## config.mk

```make
export PLATFORM = sky130hd
export DESIGN_NAME = hist_ctrl
export DESIGN_NICKNAME = d
export VERILOG_FILES = /design/src/rtl/hist_pkg.sv /design/src/rtl/hist_bin_mem.sv /design/src/rtl/hist_ctrl.sv
export SDC_FILE = /design/constraint.sdc
export NUM_CORES = 2
export LEC_CHECK = 0
export BUFFER_PORTS_ARGS = -buffer_cell sky130_fd_sc_hd__buf_2
export CORE_MARGIN = 10
export CORE_UTILIZATION = 35
export DETAILED_ROUTE_END_ITERATION = 10
export HOLD_SLACK_MARGIN = 0.1
export MAX_ROUTING_LAYER = met4
export PLACE_DENSITY_LB_ADDON = 0.12
export SYNTH_ARGS = -nofsm -noshare
export SYNTH_HDL_FRONTEND = slang
export SYNTH_SLANG_ARGS = --single-unit
```

## constraint.sdc

```tcl
create_clock -name clk -period 11.8 [get_ports clk]
set_clock_uncertainty 0.15 [all_clocks]
set_input_delay 1.77 -clock clk [delete_from_list [all_inputs] [get_ports clk]]
set_output_delay 1.77 -clock clk [all_outputs]
set_load 0.02 [all_outputs]
```

## src/rtl/hist_pkg.sv

```systemverilog
`default_nettype none
// +--------------------------------------------------------------------------+
// | Module   : hist_pkg                                                      |
// | Purpose  : Shared constants and state encoding for the histogram block.  |
// | Revision : 1.0                                                           |
// +--------------------------------------------------------------------------+
package hist_pkg;

  localparam int NUM_BINS = 256;
  localparam int PIX_W    = 8;

  typedef enum logic [2:0] {
    S_IDLE  = 3'd0,
    S_CLEAR = 3'd1,
    S_SCAN  = 3'd2,
    S_DRAIN = 3'd3,
    S_DONE  = 3'd4
  } state_t;

endpackage
`default_nettype wire

```

## src/rtl/hist_bin_mem.sv

```systemverilog
`default_nettype none
// +--------------------------------------------------------------------------+
// | Module   : hist_bin_mem                                                  |
// | Purpose  : Bin storage: one write port, combinational RMW read port and  |
// |            a registered read-back port.                                  |
// | Revision : 1.0                                                           |
// +--------------------------------------------------------------------------+
module hist_bin_mem
  import hist_pkg::*;
#(
  parameter int COUNT_BIT = 5
) (
  input  logic                 i_clk,
  input  logic                 i_rst,
  input  logic                 i_we,
  input  logic [PIX_W-1:0]     i_waddr,
  input  logic [COUNT_BIT-1:0] i_wdata,
  input  logic [PIX_W-1:0]     i_raddr_a,
  output logic [COUNT_BIT-1:0] o_rdata_a,
  input  logic [PIX_W-1:0]     i_rd_addr,
  output logic [COUNT_BIT-1:0] o_rd_data
);

  // Contents are deliberately not reset; a CLEAR pass initialises them.
  logic [COUNT_BIT-1:0] r_bins [NUM_BINS];

  always_ff @(posedge i_clk) begin
    if (i_we) begin
      r_bins[i_waddr] <= i_wdata;
    end
  end

  assign o_rdata_a = r_bins[i_raddr_a];

  always_ff @(posedge i_clk or posedge i_rst) begin
    if (i_rst) begin
      o_rd_data <= '0;
    end else begin
      o_rd_data <= r_bins[i_rd_addr];
    end
  end

endmodule
`default_nettype wire

```

## src/rtl/hist_ctrl.sv

```systemverilog
`default_nettype none
// +--------------------------------------------------------------------------+
// | Module   : hist_ctrl                                                     |
// | Purpose  : Clears 256 bins, scans the frame RAM and builds a grey-level  |
// |            histogram. Optional HIST_MAXBIN_EN adds max-bin tracking.     |
// | Revision : 1.0                                                           |
// +--------------------------------------------------------------------------+
module hist_ctrl
  import hist_pkg::*;
#(
  parameter int W               = 2,
  parameter int H               = 5,
  parameter int TOTAL_PIXEL     = W * H,
  parameter int TOTAL_PIXEL_BIT = $clog2(W * H),
  parameter int COUNT_BIT       = TOTAL_PIXEL_BIT + 1
) (
  input  logic                       clk,
  input  logic                       rst,
  input  logic                       start,
  output logic                       busy,
  output logic                       done,
  output logic [TOTAL_PIXEL_BIT-1:0] ram_rd_addr,
  input  logic [PIX_W-1:0]           ram_rd_data,
  input  logic [PIX_W-1:0]           hist_rd_addr,
  output logic [COUNT_BIT-1:0]       hist_rd_data
`ifdef HIST_MAXBIN_EN
  ,
  output logic [COUNT_BIT-1:0]       max_cnt,
  output logic [PIX_W-1:0]           max_bin
`endif
);

  localparam logic [TOTAL_PIXEL_BIT-1:0] C_LAST_ADDR = TOTAL_PIXEL_BIT'(TOTAL_PIXEL - 1);
  localparam logic [PIX_W-1:0]           C_LAST_BIN  = PIX_W'(NUM_BINS - 1);

  state_t                     r_state;
  state_t                     w_next;
  logic [PIX_W-1:0]           r_clr_idx;
  logic [TOTAL_PIXEL_BIT-1:0] r_addr;
  logic                       r_vld;
  logic                       w_we;
  logic [PIX_W-1:0]           w_waddr;
  logic [COUNT_BIT-1:0]       w_wdata;
  logic [COUNT_BIT-1:0]       w_cur_cnt;
  logic [COUNT_BIT-1:0]       w_inc_cnt;

  always_ff @(posedge clk or posedge rst) begin
    if (rst) begin
      r_state <= S_IDLE;
    end else begin
      r_state <= w_next;
    end
  end

  always_comb begin
    w_next      = r_state;
    busy        = 1'b0;
    done        = 1'b0;
    ram_rd_addr = '0;
    case (r_state)
      S_IDLE: begin
        if (start) w_next = S_CLEAR;
      end
      S_CLEAR: begin
        busy = 1'b1;
        if (r_clr_idx == C_LAST_BIN) w_next = S_SCAN;
      end
      S_SCAN: begin
        busy        = 1'b1;
        ram_rd_addr = r_addr;
        if (r_addr == C_LAST_ADDR) w_next = S_DRAIN;
      end
      S_DRAIN: begin
        busy   = 1'b1;
        w_next = S_DONE;
      end
      S_DONE: begin
        done   = 1'b1;
        w_next = S_IDLE;
      end
      default: w_next = S_IDLE;
    endcase
  end

  // r_vld marks the cycle in which the RAM returns data for an issued address.
  always_ff @(posedge clk or posedge rst) begin
    if (rst) begin
      r_clr_idx <= '0;
      r_addr    <= '0;
      r_vld     <= 1'b0;
    end else begin
      r_clr_idx <= (r_state == S_CLEAR) ? r_clr_idx + 1'b1 : '0;
      r_addr    <= (r_state == S_SCAN)  ? r_addr + 1'b1    : '0;
      r_vld     <= (r_state == S_SCAN);
    end
  end

  assign w_inc_cnt = w_cur_cnt + 1'b1;
  assign w_we      = (r_state == S_CLEAR) || r_vld;
  assign w_waddr   = (r_state == S_CLEAR) ? r_clr_idx : ram_rd_data;
  assign w_wdata   = (r_state == S_CLEAR) ? '0 : w_inc_cnt;

  hist_bin_mem #(
    .COUNT_BIT (COUNT_BIT)
  ) u_bin_mem (
    .i_clk     (clk),
    .i_rst     (rst),
    .i_we      (w_we),
    .i_waddr   (w_waddr),
    .i_wdata   (w_wdata),
    .i_raddr_a (ram_rd_data),
    .o_rdata_a (w_cur_cnt),
    .i_rd_addr (hist_rd_addr),
    .o_rd_data (hist_rd_data)
  );

`ifdef HIST_MAXBIN_EN
  logic [COUNT_BIT-1:0] r_max_cnt;
  logic [PIX_W-1:0]     r_max_bin;

  // Strict compare keeps the earliest bin on ties.
  always_ff @(posedge clk or posedge rst) begin
    if (rst) begin
      r_max_cnt <= '0;
      r_max_bin <= '0;
    end else if ((r_state == S_IDLE) && start) begin
      r_max_cnt <= '0;
      r_max_bin <= '0;
    end else if (r_vld && (w_inc_cnt > r_max_cnt)) begin
      r_max_cnt <= w_inc_cnt;
      r_max_bin <= ram_rd_data;
    end
  end

  assign max_cnt = r_max_cnt;
  assign max_bin = r_max_bin;
`else
  // Max-bin tracking is not built in this configuration.
`endif

endmodule
`default_nettype wire

```

==> impl_metrics.py <==
metrics = {
    "run_status": {
        "status": "complete, no violations",
    },
    "critical_path": {
        "slowest_stage": "a2111oi_0",
        "critPathLaunch": "ram_rd_data[0]",
        "r2r_start": "u_bin_mem.r_bins[231][0]",
        "cpPeakStageDelay_ps": 1170,
        "worstPathMaxFanout": 160,
        "regToRegSetupSlack_ps": 6180,
        "critPathBufInv": 4,
        "cp-end-kind": "flip-flop",
        "crit_chain": "buf_8 > buf_4 > mux2i_1 > o221ai_1 > nand2_1 > a2111oi_0 > a211oi_1 > o22ai_1 > ha_1 > inv_1 > xnor2_1 > nor2_4 > buf_12",
        "start_kind": "input pin",
        "criticalPathCategory": "input pin to flip-flop",
        "cpLargestDelayFamily": "compound AO/OA/AOI/OAI gates",
        "cp_data_required_time_ps": 12110,
        "cp.arrival_ps": 7920,
    },
    "yosys": {
        "syn_avg_cell_area_sq_um": 20.1,
        "ys_seq_elements": 1301,
        "yosys_warnings": 0,
        "yosys.area.top_type": "edfxtp_1",
        "synth_edf_count": 1280,
        "synth_area_sq_um": 61000,
        "ys.flop_type": "edfxtp_1",
        "synthCells": 3030,
        "ys_seq_area_frac": 0.639,
        "syn_nets": 3053,
        "synthDistinctLibCells": 58,
        "async_reset_ff_frac": 0.0161,
        "synth.area.top_cells": "edfxtp_1, mux4_2, nor2_1, a22oi_1, mux2i_1",
        "synth_top_area_share": 0.630,
    },
    "global_routing": {
        "grt_max_degree": 193,
        "grt_antenna_before_repair": 7,
        "grt_pass1_wl_microns": 280000,
        "grt_usage": 0.211,
        "grt_pass1_vias": 34900,
        "gr-total-overflow": 0,
    },
    "timing": {
        "finalMaxSlewViolations": 0,
        "slew-limit-headroom": 0.0710,
        "setup_tns_ps": 0,
        "period_share": 0.645,
        "hold_slack_ps": 382,
        "timing.final.setup_violations": 0,
        "rsz0062_at_grt": "no",
        "fmax_mhz": 131,
        "final-hold-violation-count": 0,
        "worstMarginPinSlew_ps": 1360,
        "period_minus_slack_ps": 7610,
    },
    "clock_network": {
        "cts_tree": "yes",
        "cts_buffers": 151,
        "cts.sinks": 1301,
        "ctsLongestPathBuffers": 3,
        "clkLatencyLatePin_ps": 810,
        "cts_hold_buf": 0,
        "cts_setup_buffers": 0,
        "cts_htree_levels": 4,
        "cts_resized": 0,
        "clk_pin_slew_ps": 60,
        "ctsRootBufferMaster": "clkbuf_16",
    },
    "detailed_routing": {
        "ant_nets": 0,
        "vias_per_cell": 6.08,
        "wl_per_cell_microns": 36.2,
        "drc_errors": 0,
        "finalWirelength_microns": 199000,
        "dr.pass1.iters": 5,
        "drt-initial-drc-count": 3741,
        "vias": 33400,
    },
    "pwr": {
        "peakVddDrop_mv": 0.126,
        "switching_share": 0.223,
        "intPower_mw": 7.94,
        "power.switching_mw": 2.28,
        "total_power_mw": 10.2,
        "powerDensity_nw_per_um2": 149,
        "power_frac_comb": 0.050,
        "p_leak_nw": 18.2,
        "clock_power_share": 0.461,
        "p_seq_frac": 0.489,
    },
    "hold_path": {
        "hp-class": "flip-flop to flip-flop",
        "hp-start": "r_state[0]",
    },
    "floorplanning": {
        "die_w_microns": 438,
        "start_util": 0.351,
        "die_h_microns": 438,
        "dieArea_sq_um": 191000,
        "ios": 30,
        "rows": 153,
        "core_sq_um": 174000,
    },
    "place": {
        "port_buffers": 29,
        "place_congestion": 0.828,
        "dpl.hpwl_microns": 127000,
        "dp_cells": 5204,
    },
    "finish": {
        "final_nets": 3056,
        "final_cell_mix": "edfxtp_1, mux4_2, nor2_1, clkbuf_16, a22oi_1",
        "multi_input_area_sq_um": 20900,
        "drive_gt1_frac": 0.345,
        "filler_cell_count": 15400,
        "stdcell_count": 5482,
        "syn2layout_area_growth_pct": 12.5,
        "ff_latch_area_sq_um": 39000,
        "layout_commonest_cell": "edfxtp_1",
    },
    "flow_run": {
        "maxCapViolations": 0,
    },
}
## through the flow
stage | instance area (sq um) | setup slack (ps) | util
final | 68600 | 4190 | 0.395
after global routing | 68600 | 3800 | 0.395
after CTS | 68600 | 4260 | 0.395
after detailed placement | 63700 | 3380 | 0.367
after global placement | 63700 | 3510 | 0.367
after floorplan | 61000 | 129 | -
## sequential cells by signal (all words and copies together), names as in the netlist
name                 flops
u_bin_mem.r_bins      1280
r_clr_idx                8
r_state                  3
u_bin_mem.o_rd_data      5
r_addr                   4
r_vld                    1
## path summary, 6_finish.rpt
path | to | cells after the start
min in group asynchronous | r_addr[0] | 2
worst min register to register | r_state[0] | 1
worst max-delay path | u_bin_mem.r_bins[224][2] | 13
max in group asynchronous | u_bin_mem.o_rd_data[2] | 2
worst min-delay path | r_state[0] | 1
worst max register to register | u_bin_mem.r_bins[224][2] | 11
## power by group through the flow
| stage | registers (mW) | logic (mW) | clock network (mW) |
|---|---|---|---|
| 2_1_floorplan | 5.10 | 0.331 | 0 |
| 3_3_place_gp | 5.10 | 0.522 | 0 |
| 3_5_place_dp | 5.10 | 0.520 | 0 |
| 4_1_cts | 5.00 | 0.521 | 4.81 |
| 5_1_grt | 5.00 | 0.535 | 5.00 |
| 6_report | 5.00 | 0.512 | 4.71 |
## cells in the mapped netlist, drive strengths merged (4+ instances only)
cell,n
clkbuf,122
and2,8
nand2b,4
xor2,5
nor3,6
o31ai,5
xnor2,4
ha,4
edfxtp,1280
a211oi,11
nand3b,9
mux4,740
o221ai,21
or3,4
a21oi,46
buf,130
mux2i,58
inv,7
nor2b,13
o22ai,13
a22oi,87
dfrtp,21
nand2,65
o21ai,17
mux2,4
nor2,285
a2111oi,5
nand3,14
nor4,13
## cell families after synthesis
family	Yosys count	share of synthesized area
xor gates and xnor gates	9	0.00129
AOI/OAI and AO/OA	221	0.0253
DFF	1301	0.639
adders and majority gates	4	0.000820
muxes	802	0.283
and+or+nand+nor	434	0.0304
buffers and inverters	259	0.0203
## area by class of cell
type                            count  area share
Antenna cell                        3    0.000109
Clock inverter                     90      0.0143
Tap cell                         2325      0.0424
Inverter                            7    0.000383
Clock buffer                      184      0.0576
Multi-Input combinational cell   1470       0.305
Sequential cell                  1301       0.568
Timing Repair Buffer              102      0.0127
## layer usage
layer,share of wire,vias up,track usage
met2,0.48,1415,0.327
met3,0.067,325,0.0394
li1,-,13100,-
met1,0.42,18500,0.283
met5,0,-,-
met4,0.033,0,0.0679
Note: power is estimated with default switching activity, not from simulation.
